`src/rtl/disp_pkg.sv`:
```
// Shared definitions for the display scan multiplexer: default sizes, the
// scan state encoding and the active-low digit select helper.
package disp_pkg;

    localparam int NUM_DIGITS_DEF  = 4;
    localparam int DIGIT_W_DEF     = 1;
    localparam int REFRESH_DIV_DEF = 50000;

    typedef enum logic {
        ST_IDLE = 1'b0,
        ST_SCAN = 1'b1
    } scan_state_e;

    // Anode pattern for up to 8 digits; callers keep the low NUM_DIGITS bits.
    function automatic logic [7:0] onehot_low(input logic [2:0] idx);
        return ~(8'd1 << idx);
    endfunction

endpackage

```
`src/rtl/disp_scan_mux_if.sv`:
```
// Display-word update port between a producer and the scan multiplexer.
interface disp_scan_mux_if #(
    parameter int NUM_DIGITS = 4,
    parameter int DIGIT_W    = 1
);
    // A word moves on a rising clock edge where upd_valid && upd_ready.
    // upd_data/upd_blank are sampled only on that edge; upd_ready does not
    // depend on upd_valid in the same cycle.
    logic                          upd_valid;
    logic                          upd_ready;
    logic [NUM_DIGITS*DIGIT_W-1:0] upd_data;
    logic [NUM_DIGITS-1:0]         upd_blank;

    modport master (output upd_valid, output upd_data, output upd_blank, input upd_ready);
    modport slave  (input upd_valid, input upd_data, input upd_blank, output upd_ready);
endinterface

```
`src/rtl/disp_prescaler.sv`:
```
// Modulo-DIV counter with enable and synchronous clear; tick_o marks the
// last count of each period so the next enabled cycle restarts at zero.
module disp_prescaler #(
    parameter int DIV = 50000
) (
    input  logic clk,
    input  logic rst_n,
    input  logic en_i,
    input  logic clr_i,
    output logic tick_o
);
    localparam int CW = (DIV > 1) ? $clog2(DIV) : 1;

    logic [CW-1:0] cnt_q;

    assign tick_o = en_i && !clr_i && (cnt_q == CW'(DIV - 1));

    always_ff @(posedge clk or negedge rst_n) begin
        if (!rst_n) begin
            cnt_q <= '0;
        end else if (clr_i) begin
            cnt_q <= '0;
        end else if (en_i) begin
            cnt_q <= tick_o ? '0 : cnt_q + 1'b1;
        end
    end
endmodule

```
`src/rtl/disp_scan_mux.sv`:
```
// Time-multiplexed seven-segment scan controller. New display words are
// parked in a pending buffer and only become visible at a frame boundary.
module disp_scan_mux
    import disp_pkg::*;
#(
    parameter int NUM_DIGITS  = NUM_DIGITS_DEF,
    parameter int DIGIT_W     = DIGIT_W_DEF,
    parameter int REFRESH_DIV = REFRESH_DIV_DEF
) (
    input  logic                  clk,
    input  logic                  rst_n,
    input  logic                  scan_en,
    disp_scan_mux_if.slave        upd,
    output logic                  dec_en,
    output logic [DIGIT_W-1:0]    dec_digit,
    output logic [NUM_DIGITS-1:0] an_n,
    output logic                  frame_done,
    output scan_state_e           state_o
);
    localparam int IW = $clog2(NUM_DIGITS);
    localparam int DW = NUM_DIGITS * DIGIT_W;

    logic                  tick;
    logic                  frame_boundary;
    logic                  xfer;
    logic                  commit;
    logic [IW-1:0]         idx_q, idx_d;
    logic                  pending_full_q, pending_full_d;
    logic                  upd_ready_q;
    logic [DW-1:0]         active_q, pend_data_q;
    logic [NUM_DIGITS-1:0] active_mask_q, pend_mask_q;
    logic [NUM_DIGITS-1:0] an_n_q;
    logic                  dec_en_q;
    logic [DIGIT_W-1:0]    dec_digit_q;
    logic                  frame_done_q;
    scan_state_e           state_q;
    logic                  lit_cur;

    disp_prescaler #(.DIV(REFRESH_DIV)) u_prescaler (
        .clk    (clk),
        .rst_n  (rst_n),
        .en_i   (scan_en),
        .clr_i  (!scan_en),
        .tick_o (tick)
    );

    assign frame_boundary = tick && (idx_q == IW'(NUM_DIGITS - 1));
    assign xfer           = upd.upd_valid && upd_ready_q;
    // A word accepted on the boundary cycle waits for the next boundary.
    assign commit         = frame_boundary && pending_full_q;
    assign lit_cur        = scan_en && !active_mask_q[idx_q];

    always_comb begin
        idx_d = idx_q;
        if (!scan_en) begin
            idx_d = '0;
        end else if (tick) begin
            idx_d = (idx_q == IW'(NUM_DIGITS - 1)) ? '0 : idx_q + 1'b1;
        end

        pending_full_d = pending_full_q;
        if (commit) pending_full_d = 1'b0;
        if (xfer)   pending_full_d = 1'b1;
    end

    always_ff @(posedge clk or negedge rst_n) begin
        if (!rst_n) begin
            state_q        <= ST_IDLE;
            idx_q          <= '0;
            pending_full_q <= 1'b0;
            upd_ready_q    <= 1'b1;
            active_q       <= '0;
            active_mask_q  <= '1;
            pend_data_q    <= '0;
            pend_mask_q    <= '1;
            an_n_q         <= '1;
            dec_en_q       <= 1'b0;
            dec_digit_q    <= '0;
            frame_done_q   <= 1'b0;
        end else begin
            state_q        <= scan_en ? ST_SCAN : ST_IDLE;
            idx_q          <= idx_d;
            pending_full_q <= pending_full_d;
            upd_ready_q    <= !pending_full_d;
            if (commit) begin
                active_q      <= pend_data_q;
                active_mask_q <= pend_mask_q;
            end
            if (xfer) begin
                pend_data_q <= upd.upd_data;
                pend_mask_q <= upd.upd_blank;
            end
            an_n_q       <= lit_cur ? NUM_DIGITS'(onehot_low(3'(idx_q))) : '1;
            dec_en_q     <= lit_cur;
            dec_digit_q  <= active_q[idx_q * DIGIT_W +: DIGIT_W];
            frame_done_q <= frame_boundary;
        end
    end

    assign upd.upd_ready = upd_ready_q;
    assign an_n          = an_n_q;
    assign dec_en        = dec_en_q;
    assign dec_digit     = dec_digit_q;
    assign frame_done    = frame_done_q;
    assign state_o       = state_q;
endmodule

```
`src/flat_wrapper.sv`:
```
// flat-port wrapper written by rule: the top's interface ports become plain ports
module disp_scan_mux_flat import disp_pkg::*;
#(
    parameter int NUM_DIGITS  = NUM_DIGITS_DEF,
    parameter int DIGIT_W     = DIGIT_W_DEF,
    parameter int REFRESH_DIV = REFRESH_DIV_DEF
)
  (clk, rst_n, scan_en, dec_en, dec_digit, an_n, frame_done, state_o, upd_upd_valid, upd_upd_data, upd_upd_blank, upd_upd_ready);
  disp_scan_mux_if #(.NUM_DIGITS(NUM_DIGITS), .DIGIT_W(DIGIT_W)) upd_i ();
  input  logic clk;
  input  logic rst_n;
  input  logic scan_en;
  output logic dec_en;
  output logic [DIGIT_W-1:0] dec_digit;
  output logic [NUM_DIGITS-1:0] an_n;
  output logic frame_done;
  output scan_state_e state_o;
  input wire logic [$bits(upd_i.upd_valid)-1:0] upd_upd_valid;
  input wire logic [$bits(upd_i.upd_data)-1:0] upd_upd_data;
  input wire logic [$bits(upd_i.upd_blank)-1:0] upd_upd_blank;
  output wire logic [$bits(upd_i.upd_ready)-1:0] upd_upd_ready;
  assign upd_i.upd_valid = upd_upd_valid;
  assign upd_i.upd_data = upd_upd_data;
  assign upd_i.upd_blank = upd_upd_blank;
  assign upd_upd_ready = upd_i.upd_ready;
  disp_scan_mux #(.NUM_DIGITS(NUM_DIGITS), .DIGIT_W(DIGIT_W), .REFRESH_DIV(REFRESH_DIV)) u_core (.clk(clk), .rst_n(rst_n), .scan_en(scan_en), .upd(upd_i), .dec_en(dec_en), .dec_digit(dec_digit), .an_n(an_n), .frame_done(frame_done), .state_o(state_o));
endmodule
```
`config.mk`:
```
export PLATFORM = sky130hd
export DESIGN_NAME = disp_scan_mux_flat
export DESIGN_NICKNAME = d
export VERILOG_FILES = /design/src/rtl/disp_pkg.sv /design/src/rtl/disp_scan_mux_if.sv /design/src/rtl/disp_prescaler.sv /design/src/rtl/disp_scan_mux.sv /design/src/flat_wrapper.sv
export SDC_FILE = /design/constraint.sdc
export NUM_CORES = 1
export LEC_CHECK = 0
export BUFFER_PORTS_ARGS = -buffer_cell sky130_fd_sc_hd__buf_2
export CORE_ASPECT_RATIO = 1.1
export CORE_MARGIN = 3
export CORE_UTILIZATION = 45
export CTS_BUF_LIST = sky130_fd_sc_hd__clkbuf_8
export CTS_CLUSTER_DIAMETER = 30
export DETAILED_ROUTE_END_ITERATION = 10
export HOLD_SLACK_MARGIN = 0.15
export PLACE_DENSITY = 0.72
export SLEW_MARGIN = 40
export SYNTH_ARGS = -nofsm -noshare
export SYNTH_HDL_FRONTEND = slang
export SYNTH_SLANG_ARGS = --single-unit
```
`constraint.sdc`:
```
create_clock -name clk -period 2.1 [get_ports clk]
set_input_delay 0.21 -clock clk [delete_from_list [all_inputs] [get_ports clk]]
set_output_delay 0.21 -clock clk [all_outputs]
set_load 0.03 [all_outputs]
```
==> metrics <==
Avg Cell Area, Syn 12.4 um^2; clk slew on worst S/H paths 90 ps; CP Capture Type flip-flop; row count 24; share of synthesized registers carrying an async set or reset 100%; pin slew with the least headroom to its limit 520 ps; gr ovfl total 0; HPWL after detailed placement 2500 um; min Tclk post-route 2010 ps; Diodes inserted 0; Max IR drop VDD 403 uV; Max Slew Vio Count 0; reg2reg path depth 5; EDFF count, synth 0; critical path class flip-flop to flip-flop; Starting Density 47.2%; pin count of the biggest net entering global routing 26; Total Die Area 5040 um^2; clk_skew 7.59 ps; via count 1257; top cells by area, synth dfrtp_1, dfstp_2, mux2_2; Hold WC Path Type input pin to flip-flop; Avg WL per Cell 14.3 um; CP startpoint kind flip-flop; Slew Limit Headroom 65.3%; clk_lat worst skew 300 ps; total power per unit cell area 716 nW/um^2; WL final 3530 um; period utilization 95.9%; Post-Syn Instances 153; Setup TNS 0 ps; Layout Nets 211; WP data arrival 2200 ps; count of final setup violators 0; RePlAce Congestion 0.918; Filler cells 344; fmax 497 MHz; IO buf count 20; DIE HEIGHT 74.2 um; GR peak layer met2; share of layout cells above drive strength 1 35.9%; CTS buffer count 5; routing usage on met2 25.8%; Power Total 1.65 mW; count leader, synth dfrtp_1; Seq cells post-synth 44; first-pass GRT wire length 6000 um; post-synth top area share 40.8%; Final Hold Fails 0; # IOs 21; status complete, no violations; Setup Fix Bufs, Post-CTS 0; final antenna-violating net count 0; initial antenna violation count 0; top cells by count, synth dfrtp_1, nor2_1, mux2_2, dfstp_2, nand2_1; TritonCTS clock tree yes; initial drt markers 110; vias per cell 5.09; Placeable Area 4020 um^2; width of the die 68.0 um; root buffer cell clkbuf_8; Mapped Nets 170; met3 Use GR 4.53%; clk buf depth 2; CP Data Required Time 2280 ps; ys flop type dfrtp_1; Max-cap violations 0; register area share after synthesis 58.8%; met1 GRT Util 20.5%; gr usage total 16.4%; DRC viols 0; Area growth, synth to finish 20.9%; DRT Pass-1 Iters 4; Hold Path Depth 2; Crit Path Max Fanout 8; dominant cell type by area after synthesis dfrtp_1; depth of the CTS H-tree 2; vias in the first global route 1294; clock sink count 44; Synth warnings 0; Leak Pwr 0.997 nW; post-synthesis cell area 1900 um^2; Netlist cell types 32
timing repair:
| action | CTS | global route |
|---|---|---|
| resized for setup | 0 | 1 |
| hold buffers | 10 | 0 |
| endpoints found under the setup margin | 0 | 8 |
| hold endpoints to repair | 23 | 0 |
sequential cells by signal, summed over array words and instances, names as in the netlist, 2 cells and up:
register	cells
u_core.an_n	4
u_core.pend_mask_q	4
u_core.idx_q	2
u_core.pend_data_q	4
u_core.active_q	4
u_core.active_mask_q	4
u_core.u_prescaler.cnt_q	16
logic make-up (layout without fill, tap and decap cells):
kind of cell,count (synthesis),in the layout,synth area share [%]
adders and majority gates,5,5,3.29
xor gates and xnor gates,13,13,5.99
buffers and inverters,8,50,1.78
and+or+nand+nor,59,59,16.3
AOI/OAI and AO/OA,6,6,2.04
DFF,44,44,58.8
muxes,18,18,11.8
layer usage:
layer	part of all wire (%)	wire [um]
met1	45	1580
met5	0	0
met3	3.1	109
met2	50	1760
met4	2.2	78
per-stage QoR:
| stage | hold WS (ps) | area [um^2] | std cells | setup WS (ps) | util, % |
|---|---|---|---|---|---|
| global route | 167 | 2300 | 247 | -16.6 | 57.1 |
| detailed placement | 219 | 2100 | 229 | 47.7 | 52.2 |
| finish | 166 | 2300 | 247 | 86.1 | 57.1 |
| global placement | 199 | 2100 | 229 | 132 | 52.2 |
| CTS | 160 | 2300 | 247 | 8.94 | 57.1 |
| floorplan | -85.6 | 1900 | 153 | 340 | - |
layout by cell type (no fill, tap or decap), types with 2 or more instances in the layout:
| cell | netlist | layout |
|---|---|---|
| mux2_2 | 16 | 16 |
| nor4b_1 | 2 | 2 |
| buf_4 | 1 | 6 |
| clkinvlp_4 | 0 | 2 |
| dfstp_2 | 13 | 13 |
| dlygate4sd3_1 | 0 | 10 |
| dfrtp_1 | 31 | 31 |
| nand2_1 | 13 | 13 |
| inv_1 | 6 | 6 |
| o21ai_0 | 2 | 2 |
| and3_2 | 1 | 2 |
| xor2_1 | 2 | 2 |
| xnor2_1 | 11 | 11 |
| clkbuf_8 | 0 | 6 |
| ha_1 | 5 | 5 |
| nor4_1 | 2 | 2 |
| nor3_1 | 5 | 5 |
| buf_2 | 0 | 20 |
| mux4_2 | 2 | 2 |
| nand4_1 | 5 | 5 |
| nand3_1 | 3 | 3 |
| nor2_1 | 17 | 17 |
| nand3_2 | 2 | 2 |
cell type report:
cell class | count | area (um^2) | area share, %
Clock buffer | 6 | 82.6 | 3.59
Clock inverter | 2 | 15.0 | 0.653
Inverter | 6 | 22.5 | 0.980
Multi-Input combinational cell | 101 | 751 | 32.7
Sequential cell | 44 | 1120 | 48.6
Tap cell | 52 | 65.1 | 2.83
Timing Repair Buffer | 36 | 245 | 10.7
path summary, 6_finish.rpt:
path	from	endpoint	slack (ps)
max in group asynchronous	rst_n	u_core.active_mask_q[1]	1050
setup reg to reg	u_core.u_prescaler.cnt_q[0]	u_core.active_q[0]	90
hold reg to reg	u_core.pending_full_q	u_core.upd.upd_ready	480
hold / removal	upd_upd_blank[1]	u_core.pend_mask_q[1]	170
min in group asynchronous	rst_n	u_core.pend_data_q[1]	420
setup / recovery	u_core.u_prescaler.cnt_q[0]	u_core.active_q[0]	90
power breakdown:
| group | leakage [nW] | internal (mW) | total (mW) | switching (mW) |
|---|---|---|---|---|
| Sequential | 0.548 | 0.924 | 0.958 | 0.0347 |
| Combinational | 0.405 | 0.0693 | 0.130 | 0.0606 |
| Clock | 0.0434 | 0.266 | 0.558 | 0.292 |
| Total | 0.997 | 1.26 | 1.65 | 0.387 |
worst max-delay path, cell delays in order (launching register included):
cell and delay (ps):
dfrtp_1 440, ha_1 280, and4_2 240, and4_1 270, and3_2 320, mux2_2 360
Note: power is estimated with default switching activity, not from simulation.
